$ cat src/rtl/i2s_rx_deserializer_if.sv
// I2S receive bus: serial line in, 16-bit sample strobe out.
// master drives the line, slave is the deserializer.
interface i2s_rx_deserializer_if #(
  parameter int PKT_WIDTH = 16
);
  logic                 ws;
  logic                 sd;
  logic [PKT_WIDTH-1:0] pkt;
  logic                 pktChanged;
  logic                 synced;
  logic                 frameErr;

  modport master (
    output ws,
    output sd,
    input  pkt,
    input  pktChanged,
    input  synced,
    input  frameErr
  );

  modport slave (
    input  ws,
    input  sd,
    output pkt,
    output pktChanged,
    output synced,
    output frameErr
  );
endinterface

$ cat src/rtl/i2s_rx_deserializer.sv
// Standard-I2S receiver: BCLK-domain deserializer, one strobe per frame.
// Option I2S_RX_STEREO_AVG_EN: emit (L+R)>>>1 instead of the left word.
module i2s_rx_deserializer #(
  parameter int PKT_WIDTH  = 16,
  parameter int SLOT_WIDTH = 16
) (
  input logic                  clk_i,
  input logic                  rst_n_i,
  i2s_rx_deserializer_if.slave rx
);
  localparam int CW = (SLOT_WIDTH > 1) ? $clog2(SLOT_WIDTH) : 1;
  localparam logic [CW-1:0] LAST = CW'(SLOT_WIDTH - 1);

  typedef enum logic {
    SYNC,
    SHIFT
  } state_t;

  state_t               state;
  state_t               stateN;
  logic [CW-1:0]        bitCnt;
  logic [CW-1:0]        bitCntN;
  logic [PKT_WIDTH-1:0] shReg;
  logic [PKT_WIDTH-1:0] shRegN;
  logic [PKT_WIDTH-1:0] word;
  logic [PKT_WIDTH-1:0] pktQ;
  logic [PKT_WIDTH-1:0] pktN;
  logic                 wsQ;
  logic                 stbQ;
  logic                 stbN;
  logic                 syncQ;
  logic                 syncN;
  logic                 errQ;
  logic                 errN;
  logic                 toggle;
  logic                 lastBit;
  logic                 shiftEn;
`ifdef I2S_RX_STEREO_AVG_EN
  logic [PKT_WIDTH-1:0]        leftHold;
  logic [PKT_WIDTH-1:0]        leftHoldN;
  logic                        leftValid;
  logic                        leftValidN;
  logic signed [PKT_WIDTH:0]   sum;
  logic [PKT_WIDTH-1:0]        avg;

  assign sum = $signed({leftHold[PKT_WIDTH-1], leftHold})
             + $signed({word[PKT_WIDTH-1], word});
  assign avg = PKT_WIDTH'(sum >>> 1);
`endif

  assign toggle  = rx.ws ^ wsQ;
  assign lastBit = (bitCnt == LAST);
  assign shiftEn = (32'(bitCnt) < PKT_WIDTH);
  assign word    = shiftEn ? {shReg[PKT_WIDTH-2:0], rx.sd} : shReg;

  assign rx.pkt        = pktQ;
  assign rx.pktChanged = stbQ;
  assign rx.synced     = syncQ;
  assign rx.frameErr   = errQ;

  // framing state register
  always_ff @(posedge clk_i or negedge rst_n_i) begin
    if (!rst_n_i) state <= SYNC;
    else          state <= stateN;
  end

  // next-state, slot accounting and output selection
  always_comb begin
    stateN  = state;
    bitCntN = bitCnt;
    shRegN  = shReg;
    pktN    = pktQ;
    stbN    = 1'b0;
    syncN   = syncQ;
    errN    = errQ;
`ifdef I2S_RX_STEREO_AVG_EN
    leftHoldN  = leftHold;
    leftValidN = leftValid;
`endif
    unique case (state)
      SYNC: begin
        if (toggle) begin
          stateN  = SHIFT;
          bitCntN = '0;
          syncN   = 1'b1;
        end
      end
      SHIFT: begin
        shRegN = word;
        unique case (1'b1)
          toggle && lastBit: begin
            bitCntN = '0;
`ifdef I2S_RX_STEREO_AVG_EN
            if (!wsQ) begin
              leftHoldN  = word;
              leftValidN = 1'b1;
            end else if (leftValid) begin
              pktN       = avg;
              stbN       = 1'b1;
              leftValidN = 1'b0;
            end
`else
            if (!wsQ) begin
              pktN = word;
              stbN = 1'b1;
            end
`endif
          end
          toggle && !lastBit: begin
            errN    = 1'b1;
            bitCntN = '0;
`ifdef I2S_RX_STEREO_AVG_EN
            leftValidN = 1'b0;
`endif
          end
          !toggle && lastBit: begin
            errN    = 1'b1;
            syncN   = 1'b0;
            stateN  = SYNC;
            bitCntN = '0;
`ifdef I2S_RX_STEREO_AVG_EN
            leftValidN = 1'b0;
`endif
          end
          default: bitCntN = bitCnt + CW'(1);
        endcase
      end
      default: stateN = SYNC;
    endcase
  end

  // datapath and output registers
  always_ff @(posedge clk_i or negedge rst_n_i) begin
    if (!rst_n_i) begin
      bitCnt <= '0;
      shReg  <= '0;
      wsQ    <= 1'b0;
      pktQ   <= '0;
      stbQ   <= 1'b0;
      syncQ  <= 1'b0;
      errQ   <= 1'b0;
    end else begin
      bitCnt <= bitCntN;
      shReg  <= shRegN;
      wsQ    <= rx.ws;
      pktQ   <= pktN;
      stbQ   <= stbN;
      syncQ  <= syncN;
      errQ   <= errN;
    end
  end

`ifdef I2S_RX_STEREO_AVG_EN
  // held left word awaiting its right partner
  always_ff @(posedge clk_i or negedge rst_n_i) begin
    if (!rst_n_i) begin
      leftHold  <= '0;
      leftValid <= 1'b0;
    end else begin
      leftHold  <= leftHoldN;
      leftValid <= leftValidN;
    end
  end
`endif
endmodule
$ cat src/flat_wrapper.sv
// flat-port wrapper written by rule: the top's interface ports become plain ports
module i2s_rx_deserializer_flat 
#(
  parameter int PKT_WIDTH  = 16,
  parameter int SLOT_WIDTH = 16
)
  (clk_i, rst_n_i, rx_ws, rx_sd, rx_pkt, rx_pktChanged, rx_synced, rx_frameErr);
  i2s_rx_deserializer_if #(.PKT_WIDTH(PKT_WIDTH)) rx_i ();
  input logic clk_i;
  input logic rst_n_i;
  input wire logic [$bits(rx_i.ws)-1:0] rx_ws;
  input wire logic [$bits(rx_i.sd)-1:0] rx_sd;
  output wire logic [$bits(rx_i.pkt)-1:0] rx_pkt;
  output wire logic [$bits(rx_i.pktChanged)-1:0] rx_pktChanged;
  output wire logic [$bits(rx_i.synced)-1:0] rx_synced;
  output wire logic [$bits(rx_i.frameErr)-1:0] rx_frameErr;
  assign rx_i.ws = rx_ws;
  assign rx_i.sd = rx_sd;
  assign rx_pkt = rx_i.pkt;
  assign rx_pktChanged = rx_i.pktChanged;
  assign rx_synced = rx_i.synced;
  assign rx_frameErr = rx_i.frameErr;
  i2s_rx_deserializer #(.PKT_WIDTH(PKT_WIDTH), .SLOT_WIDTH(SLOT_WIDTH)) u_core (.clk_i(clk_i), .rst_n_i(rst_n_i), .rx(rx_i));
endmodule
$ cat config.mk
export PLATFORM = sky130hd
export DESIGN_NAME = i2s_rx_deserializer_flat
export DESIGN_NICKNAME = d
export VERILOG_FILES = /design/src/rtl/i2s_rx_deserializer_if.sv /design/src/rtl/i2s_rx_deserializer.sv /design/src/flat_wrapper.sv
export SDC_FILE = /design/constraint.sdc
export NUM_CORES = 1
export LEC_CHECK = 0
export ABC_CLOCK_PERIOD_IN_PS = 2700
export BUFFER_PORTS_ARGS = -buffer_cell sky130_fd_sc_hd__buf_2
export CAP_MARGIN = 30
export CORE_MARGIN = 4
export CORE_UTILIZATION = 55
export DETAILED_ROUTE_END_ITERATION = 10
export PLACE_DENSITY = 0.77
export SLEW_MARGIN = 15
export SYNTH_ARGS = -nofsm -noshare
export SYNTH_HDL_FRONTEND = slang
export SYNTH_SLANG_ARGS = --single-unit
$ cat constraint.sdc
create_clock -name clk_i -period 2.7 [get_ports clk_i]
set_input_delay 0.135 -clock clk_i [delete_from_list [all_inputs] [get_ports clk_i]]
set_output_delay 0.135 -clock clk_i [all_outputs]
set_load 0.1 [all_outputs]
==> results of run 1 <==
## registers in the layout, indices dropped and copies added, names as in the netlist
| signal | cells |
|---|---|
| u_core.rx.frameErr | 1 |
| u_core.shReg | 15 |
| u_core.wsQ | 1 |
| u_core.bitCnt | 4 |
| u_core.state | 1 |
| u_core.rx.pkt | 16 |
| u_core.rx.synced | 1 |
| u_core.rx.pktChanged | 1 |
## metal layers
| layer | vias up | track usage | routed length [um] |
|---|---|---|---|
| met4 | 0 | 0.06612 | 31 |
| met1 | 430 | 0.1740 | 1096 |
| met5 | - | 0 | 0 |
| met3 | 3 | 0.04137 | 88 |
| met2 | 19 | 0.2597 | 1287 |
| li1 | 424 | - | - |
## synth_stat cells
cell       instances
a21oi_1            1
a22o_1             1
and3_1             2
buf_2              2
buf_4              1
buf_6              1
dfrtp_1           40
ha_1               5
inv_1              4
inv_2              1
mux2_2            22
mux2_4             9
nand2_1            2
nand2b_1           1
nand3_1            2
nand3b_4           1
nor2_1             2
o21ai_0            4
o21bai_1           1
o22ai_1            2
o2bb2ai_1          1
xnor2_2            1
## worst min path at each step
stage	end	slack (ns)	depth (start not counted)
2_1_floorplan	u_core.bitCnt[0]	-0.16	0
3_3_place_gp	u_core.rx.pkt[5]	0.27	1
3_5_place_dp	u_core.shReg[4]	0.29	1
4_1_cts	u_core.rx.pkt[0]	0.04	2
5_1_grt	u_core.shReg[0]	0.03	2
6_report	u_core.rx.pkt[0]	0.05	2
## repair_timing
item | in CTS | in global routing
buffers inserted | 0 | 0
hold endpoints to repair | 41 | 0
hold buffers | 2 | 0
## power breakdown
part	switching, mW	internal, mW
combinational	0.0326	0.0257
sequential	0.0153	0.619
clock	0.177	0.0961
total	0.225	0.741
## per-stage QoR
step | utilization | cells
2_1_floorplan | - | 106
3_3_place_gp | 0.6289 | 156
3_5_place_dp | 0.6289 | 156
4_1_cts | 0.6525 | 165
5_1_grt | 0.6525 | 165
6_report | 0.6525 | 165
## cells in the final DEF (no fill, tap or decap)
cell	instances
a21oi_1	1
a22o_1	1
and3_1	2
buf_2	22
buf_4	1
clkbuf_1	1
clkbuf_4	5
clkinv_2	1
dfrtp_1	40
dlygate4sd3_1	2
ha_1	5
inv_1	4
inv_2	1
mux2_2	22
mux2_4	9
nand2_1	2
nand2b_1	1
nand3_1	2
nand3b_4	1
nor2_1	2
o21ai_0	4
o21bai_1	1
o22ai_1	2
o2bb2ai_1	1
xnor2_2	1
## logic make-up (layout without fill, tap and decap cells)
logic type / after synthesis / in the layout
xor gates and xnor gates: 1 / 1
buffers and inverters: 9 / 37
DFF: 40 / 40
adders and majority gates: 5 / 5
AOI/OAI and AO/OA: 10 / 10
muxes: 31 / 31
and+or+nand+nor: 10 / 10
## worst register-to-register path: cells and delay by family, from the launching register on
family                   cells  cell delay [ns]
multiplexers                 1             0.39
adder cells (fa/ha/maj)      2             0.46
flip-flops                   1             0.42
AND/OR/NAND/NOR              2             0.52
## cell type report
cell class,count,share of cell area
Inverter,5,0.01025
Tap cell,31,0.02119
Clock buffer,6,0.02256
Sequential cell,40,0.5468
Multi-Input combinational cell,57,0.3213
Timing Repair Buffer,25,0.07519
Clock inverter,1,0.002734
==> results.cfg, run 1 <==
[status]
run_status = completed

[floorplanning]
die_w_um = 62.55
die-area_um2 = 3913
dieHeight_um = 62.55
core.rowCount = 19
coreArea_um2 = 2805
start_util = 0.5834
num_io_pins = 23

[critical_path]
arrival_ns = 2.11
cp_slowest_stage_delay_ns = 0.42
required_ns = 2.92
endpoint_kind = register
start_kind = register
cpMostUsedCell = ha_1
critical_path.max_fanout = 17
rr_endpoint = u_core.rx.pkt[15]
slowest_stage = dfrtp_1
path_depth = 5
critPathBufInv = 0
cpLargestDelayFamily = simple AND/OR/NAND/NOR gates
rr_startpoint = u_core.bitCnt[0]
critical_path_class = register to register
worst-r2r-setup-slack_ns = 0.81
cp-startpoint = u_core.bitCnt[0]
crit_chain = ha_1 > and3_1 > ha_1 > nand3b_4 > mux2_2
r2r_cells = 5
cp-endpoint = u_core.rx.pkt[15]

[yosys]
yosysTopAreaCell = dfrtp_1
syn_nets = 115
syn_area_um2 = 1637
synth_top_family_by_area = multiplexers
synth_seq_cells = 40
synth_fa_ha_area_frac = 0.03823
synth-xor-area-share = 0.009939
yosys_warnings = 0
syn_area_per_cell_um2 = 15.44
postSynthCellCount = 106
synth-simple-area-share = 0.03899
synth-seq-area-share = 0.6116
synth_compound_area_frac = 0.03823
yosys-top-cells-area = dfrtp_1 61%, mux2_2 15%, mux2_4 8.3%
synth_mux_area_frac = 0.2339
yosysTopAreaCellShare = 0.6116
synth.distinct_cells = 22

[cells_and_area]
multiInputGateArea_um2 = 588.1
fillCellCount = 202
nNetsFinal = 143
postLayoutCellArea_um2 = 1831
seq_area_um2 = 1001
area_growth_pct = 11.85
antenna_cells = 0
drive_above_1_share = 0.4701

[timing]
tightest_slew_ns = 0.8451
tns_ns = 0
period_needed_ns = 1.890
setup_ws_ns = 0.8100
drv_slew = 0
finalCritPeriodShare = 0.7000
final_hold_viol_count = 0
rsz0062_at_grt = false
relSlewSlack = 0.4366
hold-worst-slack_ns = 0.04879
setup_viol = 0
fmax_ghz = 0.5291
clock-skew-final_ns = 0.007652

[drt]
drt_iter0_drc = 46
drt_pass1_iterations = 2
vias_per_cell = 5.309
wl_um = 2504
vias = 876
postRouteAntennaNets = 0
wl_per_cell_um = 15.18
drc = 0

[grt]
grt_usage = 0.1504
grt_pass1_wl_um = 4602
grt_start_max_net_pins = 41
antenna_found_initial = 0
grt_pass1_vias = 974
overflow = 0

[power]
p_total_mw = 0.9658
p_leak_nw = 0.9849
power.density_nw_per_um2 = 527.6
peakVddDrop_uv = 323.1

[worst_hold_path]
hold_path_class = primary input to register
min_from = rx_sd

[placement]
dpl_cell_area_um2 = 1764
dp_worst_setup_slack_ns = 0.8307
gp_congestion = 0.8689
numPortBuffers = 22

[clocking]
cts_buffers = 5
clockBufferDepth = 2
cts-resized-gates = 0
clock_latency_ns = 0.33
cts_tree = yes
clk_pin_slew_worst_paths_ns = 0.10
clock-sinks = 40
cts-root-buf = clkbuf_4
h-tree-depth = 2

[run]
maxCapViolations = 0
Power figures use the tool's default switching activity.
==> run 2, diff against run 1 <==
--- a/config.mk
+++ b/config.mk
@@ -5,7 +5,7 @@
 export SDC_FILE = /design/constraint.sdc
 export NUM_CORES = 1
 export LEC_CHECK = 0
-export ABC_CLOCK_PERIOD_IN_PS = 2700
+export ABC_CLOCK_PERIOD_IN_PS = 1880
 export BUFFER_PORTS_ARGS = -buffer_cell sky130_fd_sc_hd__buf_2
 export CAP_MARGIN = 30
 export CORE_MARGIN = 4
==> constraint.sdc (replaced) <==
create_clock -name clk_i -period 1.88 [get_ports clk_i]
set_input_delay 0.094 -clock clk_i [delete_from_list [all_inputs] [get_ports clk_i]]
set_output_delay 0.094 -clock clk_i [all_outputs]
set_load 0.1 [all_outputs]
==> run 2 against run 1 <==
  * Maximum frequency grew 4.7%
  * Clock skew shrank 0.0038 ns
  * Final area grew 2.7%
  * Worst setup slack lost 0.73 ns
  * Sequential share of layout area shrank 1.4 points
  * Combinational power grew 48%
  * Sequential power grew 44%
  * Hold slack gained 0.35 ns
  * Wire length shrank 3.0%
  * Total power grew 41%
  * Non-clock buffer count grew 4
  * Critical endpoint is now u_core.rx.pkt[0]
  * Highest routed layer unchanged
==> results.cfg, run 2 (synthesis results as in run 1) <==
[status]
run_status = completed

[floorplanning]
start_util = 0.5834
core.rowCount = 19
num_io_pins = 23
dieHeight_um = 62.55
die-area_um2 = 3913
coreArea_um2 = 2805
die_w_um = 62.55

[power]
peakVddDrop_uv = 388.3
intPower_mw = 1.055
p_comb_frac = 0.064
power.share.switching = 0.2260
p_total_mw = 1.363
p_leak_nw = 1.010
power.density_nw_per_um2 = 725.1
power_switching_mw = 0.3079
clkPwrFrac = 0.267
seqPwrFrac = 0.669

[cells_and_area]
antenna_cells = 0
final_cells = 167
seq_area_um2 = 1001
drive_above_1_share = 0.4779
fillCellCount = 198
multiInputGateArea_um2 = 588.1
layout_common_cells = 40 x dfrtp_1, 22 x mux2_2, 22 x buf_2
nNetsFinal = 147
mostFrequentLayoutCell = dfrtp_1
area_growth_pct = 14.83
largest_reg_flops = 16

[critical_path]
critical_path_class = register to register
required_ns = 2.10
arrival_ns = 2.03
critical_path.max_fanout = 7
cp_slowest_stage_delay_ns = 0.42
endpoint_kind = register
cpMostUsedCell = ha_1
crit_chain = ha_1 > and3_1 > ha_1 > nand3b_4 > buf_12 > mux2_2
slowest_stage = dfrtp_1
start_kind = register

[grt]
grt_usage = 0.1455
overflow = 0
grt_pass1_wl_um = 4333
grt_pass1_vias = 1014
grt_start_max_net_pins = 41
antenna_found_initial = 0

[drt]
postRouteAntennaNets = 0
drt_iter0_drc = 25
drt_pass1_iterations = 3
wl_per_cell_um = 14.54
wl_um = 2428
vias = 886
drc = 0
vias_per_cell = 5.305

[worst_hold_path]
hold_path_class = primary input to asynchronous set/reset pin

[timing]
final_hold_viol_count = 0
clock-skew-final_ns = 0.003886
tns_ns = 0
finalCritPeriodShare = 0.9599
tightest_slew_ns = 0.8481
period_needed_ns = 1.805
fmax_ghz = 0.5542
rsz0062_at_grt = false
setup_viol = 0
drv_slew = 0
hold-worst-slack_ns = 0.3968
relSlewSlack = 0.4346

[clocking]
clock_latency_ns = 0.33
clockBufferDepth = 2
h-tree-depth = 2
cts_tree = yes
cts_buffers = 5
cts-root-buf = clkbuf_4
clk_pin_slew_worst_paths_ns = 0.10
clock-sinks = 40

[placement]
placed_cells = 157
place_hpwl_um = 1632
numPortBuffers = 22
gp_congestion = 0.8640

[run]
maxCapViolations = 0
-- run 2: cell count changes in the layout (fill, tap and decap cells not counted), sizes merged --
cell / delta
buf: +3
clkbuf: -1
clkinv: -1
dlygate4sd3: +1
-- run 2: critical path, delay by kind of cell, from the launching register on --
kind	cells	cell delay, ns
fa+ha+maj	2	0.47
buf+inv	1	0.13
flops	1	0.42
mux	1	0.33
simple gates	2	0.35
-- run 2: layout make-up --
type	instances	area share
Sequential cell	40	0.5326
Multi-Input combinational cell	57	0.3129
Timing Repair Buffer	29	0.1039
Tap cell	31	0.02064
Clock buffer	5	0.01997
Inverter	5	0.009987
-- run 2: power by group through the flow --
stage,registers (mW),logic [mW],clock network [mW]
2_1_floorplan,0.924,0.0496,0
3_3_place_gp,0.926,0.0790,0
3_5_place_dp,0.929,0.0841,0
4_1_cts,0.911,0.0883,0.382
5_1_grt,0.916,0.103,0.429
6_report,0.912,0.0867,0.364
-- run 2: repair_timing --
item / in CTS / in global routing
endpoints found under the hold margin: 43 / 0
gates resized for setup: 0 / 0
hold buffers: 3 / 0
setup buffers: 0 / 2
setup endpoints to repair: 0 / 16
-- run 2: through the flow --
stage                     cell area [um^2]  setup slack (ns)    util
final                                 1879           0.07544  0.6699
after detailed placement              1772           0.02945  0.6316
after global routing                  1879           0.03962  0.6699
after global placement                1772           0.08295  0.6316
after CTS                             1839           0.01422  0.6557
after floorplan                       1637            0.1414       -
-- run 2: final timing paths --
kind                       slack, ns                  to  depth (start not counted)          startpoint
max                             0.08    u_core.rx.pkt[0]                          6    u_core.bitCnt[0]
min                             0.40     u_core.shReg[4]                          2             rst_n_i
max reg2reg                     0.08    u_core.rx.pkt[0]                          6    u_core.bitCnt[0]
min reg2reg                     0.49  u_core.rx.frameErr                          1  u_core.rx.frameErr
max in group asynchronous       0.96    u_core.rx.pkt[0]                          2             rst_n_i
min in group clk_i              0.44          u_core.wsQ                          2               rx_ws
-- run 2: per-layer routing --
metal  vias to the layer above  routed length, um  GRT usage  share of wire
met2                        21               1201     0.2423           0.49
met4                         0                 39    0.06061          0.016
met5                         -                  0          0              0
met3                         5                164    0.08094          0.068
met1                       431               1023     0.1507           0.42
li1                        429                  -          -              -
